$ cat src/rtl/layer_sequencer.sv
// layer_sequencer: starts the layer engines one after another, grants the shared
// feature-map RAM to the running layer and reports run status to the PS.
module layer_sequencer #(
    parameter int NUM_LAYERS = 4,
    parameter int ADDR_W     = 16,
    parameter int DATA_W     = 8,
    parameter int TIMEOUT    = 1048576
) (
    input  logic                          clk,
    input  logic                          rst_n,
    input  logic                          go,
    input  logic                          abort,
    output logic                          busy,
    output logic                          done,
    output logic                          err_timeout,
    output logic [$clog2(NUM_LAYERS)-1:0] cur_layer,
    output logic [31:0]                   perf_cycles,
    output logic [NUM_LAYERS-1:0]         layer_start,
    input  logic [NUM_LAYERS-1:0]         layer_end,
    input  logic [NUM_LAYERS*ADDR_W-1:0]  l_ram_addr_w,
    input  logic [NUM_LAYERS*DATA_W-1:0]  l_ram_data_w,
    input  logic [NUM_LAYERS-1:0]         l_ram_en,
    input  logic [NUM_LAYERS-1:0]         l_ram_wea,
    input  logic [NUM_LAYERS-1:0]         l_ram_en_r,
    input  logic [NUM_LAYERS*ADDR_W-1:0]  l_ram_addr_r,
    output logic [ADDR_W-1:0]             ram_addr_w,
    output logic [DATA_W-1:0]             ram_data_w,
    output logic                          ram_en,
    output logic                          ram_wea,
    output logic [ADDR_W-1:0]             ram_addr_r,
    output logic                          ram_en_r
);
    localparam int IDX_W = $clog2(NUM_LAYERS);
    localparam int WD_W  = $clog2(TIMEOUT + 1);
    localparam logic [IDX_W-1:0] LAST_IDX = IDX_W'(NUM_LAYERS - 1);
    localparam logic [WD_W-1:0]  WD_LIMIT = WD_W'(TIMEOUT - 1);

    typedef enum logic [2:0] {IDLE, START, RUN, GAP, FIN, ERR} state_t;

    state_t                state, state_next;
    logic [IDX_W-1:0]      idx, idx_next;
    logic [WD_W-1:0]       wdog, wdog_next;
    logic [NUM_LAYERS-1:0] end_q;
    logic                  err_next;
    logic                  done_next;
    logic                  perf_clear;
    logic                  end_cur;
    logic                  end_prev;
    logic                  end_edge;
    logic                  granted;

    // Only the granted layer's end bit is ever looked at; other layers' ends are don't-care.
    always_comb begin
        end_cur  = 1'b0;
        end_prev = 1'b0;
        for (int k = 0; k < NUM_LAYERS; k++) begin
            if (idx == IDX_W'(k)) begin
                end_cur  = layer_end[k];
                end_prev = end_q[k];
            end
        end
    end

    assign end_edge  = end_cur && !end_prev;
    assign granted   = (state == START) || (state == RUN) || (state == GAP) || (state == FIN);
    assign busy      = granted;
    assign cur_layer = idx;

    always_comb begin
        layer_start = '0;
        for (int k = 0; k < NUM_LAYERS; k++) begin
            if ((state == START) && (idx == IDX_W'(k))) begin
                layer_start[k] = 1'b1;
            end
        end
    end

    // Shared RAM port is a pure mux on idx so the active layer sees no extra latency.
    always_comb begin
        ram_addr_w = '0;
        ram_data_w = '0;
        ram_en     = 1'b0;
        ram_wea    = 1'b0;
        ram_addr_r = '0;
        ram_en_r   = 1'b0;
        if (granted) begin
            for (int k = 0; k < NUM_LAYERS; k++) begin
                if (idx == IDX_W'(k)) begin
                    ram_addr_w = l_ram_addr_w[k*ADDR_W +: ADDR_W];
                    ram_data_w = l_ram_data_w[k*DATA_W +: DATA_W];
                    ram_en     = l_ram_en[k];
                    ram_wea    = l_ram_wea[k];
                    ram_addr_r = l_ram_addr_r[k*ADDR_W +: ADDR_W];
                    ram_en_r   = l_ram_en_r[k];
                end
            end
        end
    end

    always_comb begin
        state_next = state;
        idx_next   = idx;
        wdog_next  = wdog;
        err_next   = err_timeout;
        done_next  = 1'b0;
        perf_clear = 1'b0;
        case (state)
            IDLE: begin
                if (go && !abort) begin
                    state_next = START;
                    idx_next   = '0;
                    err_next   = 1'b0;
                    perf_clear = 1'b1;
                end
            end
            START: begin
                wdog_next  = '0;
                state_next = RUN;
            end
            RUN: begin
                wdog_next = wdog + WD_W'(1);
                if (end_edge) begin
                    state_next = (idx == LAST_IDX) ? FIN : GAP;
                end else if (wdog == WD_LIMIT) begin
                    state_next = ERR;
                    err_next   = 1'b1;
                end
            end
            GAP: begin
                if (!end_cur) begin
                    idx_next   = idx + IDX_W'(1);
                    state_next = START;
                end
            end
            FIN: begin
                if (!end_cur) begin
                    done_next  = 1'b1;
                    idx_next   = '0;
                    state_next = IDLE;
                end
            end
            ERR: begin
                if (go && !abort) begin
                    state_next = START;
                    idx_next   = '0;
                    err_next   = 1'b0;
                    perf_clear = 1'b1;
                end
            end
            default: begin
                state_next = IDLE;
                idx_next   = '0;
            end
        endcase
        // Abort beats everything, including a same-cycle end edge or timeout; the error flag is left untouched.
        if (abort && (state != IDLE)) begin
            state_next = IDLE;
            idx_next   = '0;
            done_next  = 1'b0;
            err_next   = err_timeout;
        end
    end

    always_ff @(posedge clk or negedge rst_n) begin
        if (!rst_n) begin
            state       <= IDLE;
            idx         <= '0;
            wdog        <= '0;
            err_timeout <= 1'b0;
            done        <= 1'b0;
        end else begin
            state       <= state_next;
            idx         <= idx_next;
            wdog        <= wdog_next;
            err_timeout <= err_next;
            done        <= done_next;
        end
    end

    always_ff @(posedge clk or negedge rst_n) begin
        if (!rst_n) begin
            end_q <= '0;
        end else begin
            end_q <= layer_end;
        end
    end

    // Run cycle counter holds after the run ends so the PS can read it at leisure.
    always_ff @(posedge clk or negedge rst_n) begin
        if (!rst_n) begin
            perf_cycles <= '0;
        end else if (perf_clear) begin
            perf_cycles <= '0;
        end else if (busy && (perf_cycles != 32'hFFFF_FFFF)) begin
            perf_cycles <= perf_cycles + 32'd1;
        end
    end

endmodule

$ cat config.mk
export PLATFORM = sky130hd
export DESIGN_NAME = layer_sequencer
export DESIGN_NICKNAME = d
export VERILOG_FILES = /design/src/rtl/layer_sequencer.sv
export SDC_FILE = /design/constraint.sdc
export NUM_CORES = 1
export LEC_CHECK = 0
export BUFFER_PORTS_ARGS = -buffer_cell sky130_fd_sc_hd__buf_2
export CAP_MARGIN = 20
export CELL_PAD_IN_SITES_DETAIL_PLACEMENT = 0
export CELL_PAD_IN_SITES_GLOBAL_PLACEMENT = 1
export CORE_MARGIN = 5
export CORE_UTILIZATION = 32
export CTS_BUF_LIST = sky130_fd_sc_hd__clkbuf_4 sky130_fd_sc_hd__clkbuf_8 sky130_fd_sc_hd__clkbuf_16
export CTS_CLUSTER_SIZE = 16
export DETAILED_ROUTE_END_ITERATION = 12
export PLACE_DENSITY_LB_ADDON = 0.1
export SYNTH_ARGS = -nofsm -noshare
export SYNTH_HDL_FRONTEND = slang
export SYNTH_SLANG_ARGS = --single-unit
$ cat constraint.sdc
create_clock -name clk -period 2.8 [get_ports clk]
set_input_delay 0.56 -clock clk [delete_from_list [all_inputs] [get_ports clk]]
set_output_delay 0.56 -clock clk [all_outputs]
set_load 0.01 [all_outputs]
After elaboration in Yosys (flattened, before gate mapping)
Cells that the tools add are included.

word-level totals
  output and inout bits = 84
  input port bits = 180
  bits in writable memories = 0
  memories kept = 0
  ROM bits = 0
  bits in latches = 0
  register bits after elaboration = 64

cells by class
  bitwise logic cells = 1
  equality and inequality tests = 18
  multipliers = 0
  order comparisons = 0
  muxes and demuxes = 67
  $add $sub $neg = 3
  reductions and logical operators = 24
  shift-type cells = 0
  divide/modulo/power cells = 0

operators with widths
  cell                                                   number
  2-to-1 mux 16 bit                                      10
  2-to-1 mux 32 bit                                      2
  one-hot mux 21 bit (2 select lines)                    1
  2-to-1 mux 8 bit                                       5
  2-to-1 mux 1 bit                                       35
  adder 32 x 1 -> 32 bit, second input constant          1
  inequality test 32 bit, second input constant          1
  adder 21 x 1 -> 21 bit, second input constant          1
  equality test 21 x 20 -> 1 bit, second input constant  1
  2-to-1 mux 3 bit                                       7
  one-hot mux 3 bit (5 select lines)                     1
  logical AND 1 bit                                      8
  2-to-1 mux 2 bit                                       4
  one-hot mux 2 bit (4 select lines)                     1
  AND reduction 4 bit                                    2
  equality test 3 x 2 -> 1 bit, second input constant    2
  equality test 3 bit, second input constant             2
  inequality test 2 x 1 -> 1 bit, second input constant  3
  inequality test 3 x 2 -> 1 bit, second input constant  2
  nonzero test 2 bit                                     3
  AND reduction 5 bit                                    1
  equality test 2 bit, second input constant             2
  inequality test 4 x 2 -> 1 bit, second input constant  1
  OR reduction 2 bit                                     2
  other kinds (12)                                       15

Logic depth before layout (Yosys ltp)
  depth after elaboration = 10
  gate-level depth with buffers = 9
  mapped depth without buffers = 8

Least setup slack after synthesis
No wires, ideal clock.

  kind = flip-flop to output port
  start = register idx[0], in the netlist cur_layer[0]
  end = output ram_addr_r[0]
  cell stages (with the launch flop) = 10
  buffers on the path = 2
  arrival time = 1818 ps
  data required time = 2240 ps
  slack = 422 ps
  cell sequence = dfrtp_1 inv_1 ha_1 nor2b_1 clkbuf_1 clkbuf_1 a221oi_1 nor3_1 a21oi_1 nor2_1

on the way
  cells in the longest elaborated chain, start to end = 6
  elaborated cells on any way between the ends = 9
  classes of those cells = eq/ne: 3; mux: 5; reduce/logical: 1

RTL lines
  what                             line  text
  start: declaration               41    logic [IDX_W-1:0] idx, idx_next;
  start signal: assignment         173   idx <= idx_next;
  zero test 2 bit                  88    if (idx == IDX_W'(k)) begin
  2-to-1 mux 16 bit (3 in series)  88
  2-to-1 mux 16 bit (*)            88
  2-to-1 mux 16 bit (*)            86    if (granted) begin
  end: declaration                 30    output logic [ADDR_W-1:0] ram_addr_r,

Mark *: on every way between the ends. The rest lies on a longest branch, timed or not.

Worst setup path in the final report
  start = register idx[1], in the netlist cur_layer[1]
  end = output ram_addr_r[10]

The elaborated chain is that of the path after synthesis.

==> impl_metrics.ini <==
[synthesis]
synth_enable_flop_cells = 0
synth.distinct_cells = 58
synthTopCellsByArea = dfrtp_1, a221oi_1, nor2_1
ys_async_sr_fraction_pct = 100
synth_top_area_cell = dfrtp_1
synthFlopType = dfrtp_1
yosysTopAreaCellShare_pct = 32.2
synth-seq-cells = 64
synth.net_count = 818
synth.cell_area_um2 = 4980
syn_inst = 632
synth_warnings = 0
avgSynthCellArea_um2 = 7.88
yosysSeqAreaShare_pct = 32.2

[drt]
via_per_inst = 5.25
drc_errors = 0
wl_um = 19400
ant_nets = 0
dr.pass1.iters = 4
vias = 5784
wl_per_cell_um = 17.6
dr.first_iter.drc_count = 290

[placed_design]
portBuffers = 263
placed_cell_area_um2 = 6520
gp_congestion = 0.910
place_hpwl_um = 14800

[die]
die_w_um = 135
io_pins = 264
rows = 45
die_y_um = 135
coreArea_um2 = 15300
start_util_pct = 32.6
dieArea_um2 = 18200

[grt]
antenna_found_initial = 9
grt_start_max_net_pins = 65
grt_use_total_pct = 20.2
grt_pass1_wl_um = 29400
gr-total-overflow = 0
grt_pass1_vias = 5551

[setup_path]
cp.required_ns = 2.24
end_kind = output pin
worst_ep_arrival_time_ns = 2.14
crit_type = flip-flop to output pin
crit_fanout = 21
startpoint_type = flip-flop

[finish]
layout_commonest_cell = buf_2
area_growth_pct = 41.0
nets = 1066
post-route-util_pct = 46.0
final_cell_area_um2 = 7020
layout_common_cells = buf_2, nor2_1, a21oi_1, dfrtp_1, nor3_1
drive_gt1_share_pct = 38.8

[clocking]
cts_sinks = 64
clk_latency_ns = 0.33
clk_pin_slew_worst_paths_ns = 0.05
clk_path_buf_depth = 2
root_buffer = clkbuf_16
cts_buffers = 9
cts_hold_buf = 0
cts_tree = done
h-tree-depth = 3

[power_and_ir_drop]
peakVddDrop_uv = 335
power_mw = 5.18
p_leak_nw = 3.36
p_per_area_nw_per_um2 = 738

[timing]
maxSlewViolCount = 0
max_freq_mhz = 370
finalSetupViolCount = 0
skew_ns = 0.00377
slew_headroom_pct = 42.6
fin_crit_sh_pct = 96.5
tns_ns = 0
worstMarginPinSlew_ns = 0.862
hold_viol_final = 0
period_minus_slack_ns = 2.70

[run]
maxCapViolCount = 0

[run_status]
status = complete, no violations

[min_path]
hold_path_class = primary input to flip-flop
==> per-stage QoR <==
step	hold slack, ns	worst slack, ns	instances
floorplan	0.264	0.422	632
global placement	0.455	0.314	1071
finish	0.362	0.0986	1101
global route	0.357	-0.0210	1101
CTS	0.346	0.0160	1087
detailed placement	0.483	0.277	1071
==> sequential cells by signal, summed over array words and instances (netlist names) <==
signal	cells
cur_layer	2
done	1
end_q	4
err_timeout	1
perf_cycles	32
state	3
wdog	21
==> synth_stat cells (9+ instances only) <==
cell type and count:
nand2_1 41, nor2b_1 47, and3_1 14, a21oi_1 62, nor3_1 48, clkbuf_1 38, dfrtp_1 64, a221oi_1 43
xnor2_1 14, nor2_1 83, nand4_1 12, o21ai_0 22, or3_1 9, o31ai_1 9, nand3_1 20
==> worst paths after layout <==
| check | cells past startpoint | from | endpoint | slack, ns |
|---|---|---|---|---|
| min reg2reg | 1 | wdog[9] | wdog[9] | 0.49 |
| min in group asynchronous | 2 | rst_n | wdog[10] | 0.42 |
| min | 1 | layer_end[3] | end_q[3] | 0.36 |
| max reg2reg | 8 | cur_layer[0] | state[0] | 0.42 |
| max in group asynchronous | 2 | rst_n | cur_layer[0] | 1.78 |
| max | 9 | cur_layer[1] | ram_addr_r[10] | 0.1 |
==> power breakdown <==
part           switching (mW)  internal (mW)  total (mW)
combinational            1.74           1.25        2.99
sequential              0.105           1.02        1.12
clock                   0.395          0.676        1.07
total                    2.24           2.95        5.18
==> critical path, stage by stage (launching register included) <==
cell and delay [ns]:
dfrtp_2 0.45, inv_4 0.10, ha_4 0.14, nor2b_4 0.28
clkbuf_16 0.26, a221oi_1 0.09, nor3_1 0.19, a21oi_1 0.07
nor2_1 0.09, buf_2 0.14
==> per-layer routing <==
layer	up-vias	GRT usage, %	routed length, µm
li1	2830	-	-
met1	2724	23.0	7510
met2	186	35.1	9970
met3	38	5.70	1310
met4	6	8.82	602
met5	-	0	34
==> cell type report <==
| cell class | count | area, µm² |
|---|---|---|
| Tap cell | 211 | 264 |
| Sequential cell | 64 | 1600 |
| Clock buffer | 13 | 274 |
| Antenna cell | 5 | 12.5 |
| Timing Repair Buffer | 289 | 1620 |
| Inverter | 8 | 35.0 |
| Multi-Input combinational cell | 508 | 3200 |
| Fill cell | 1561 | 8240 |
| Clock inverter | 3 | 15.0 |
==> logic make-up (layout without fill, tap and decap cells) <==
family,Yosys count,in the layout,share of synthesized area (%)
AOI/OAI and AO/OA,164,164,22.0
and+or+nand+nor,310,310,33.8
xor gates and xnor gates,20,20,3.52
adders and majority gates,6,6,1.51
other,0,5,0
DFF,64,64,32.2
muxes,8,8,1.61
buffers and inverters,60,313,5.38
==> repair_timing <==
item,in CTS,in global routing
gates cloned,0,3
setup endpoints to repair,2,40
resized for setup,3,15
pin swaps,0,3
setup buffers,0,6
No activity file was read; power rests on OpenSTA's default activity.
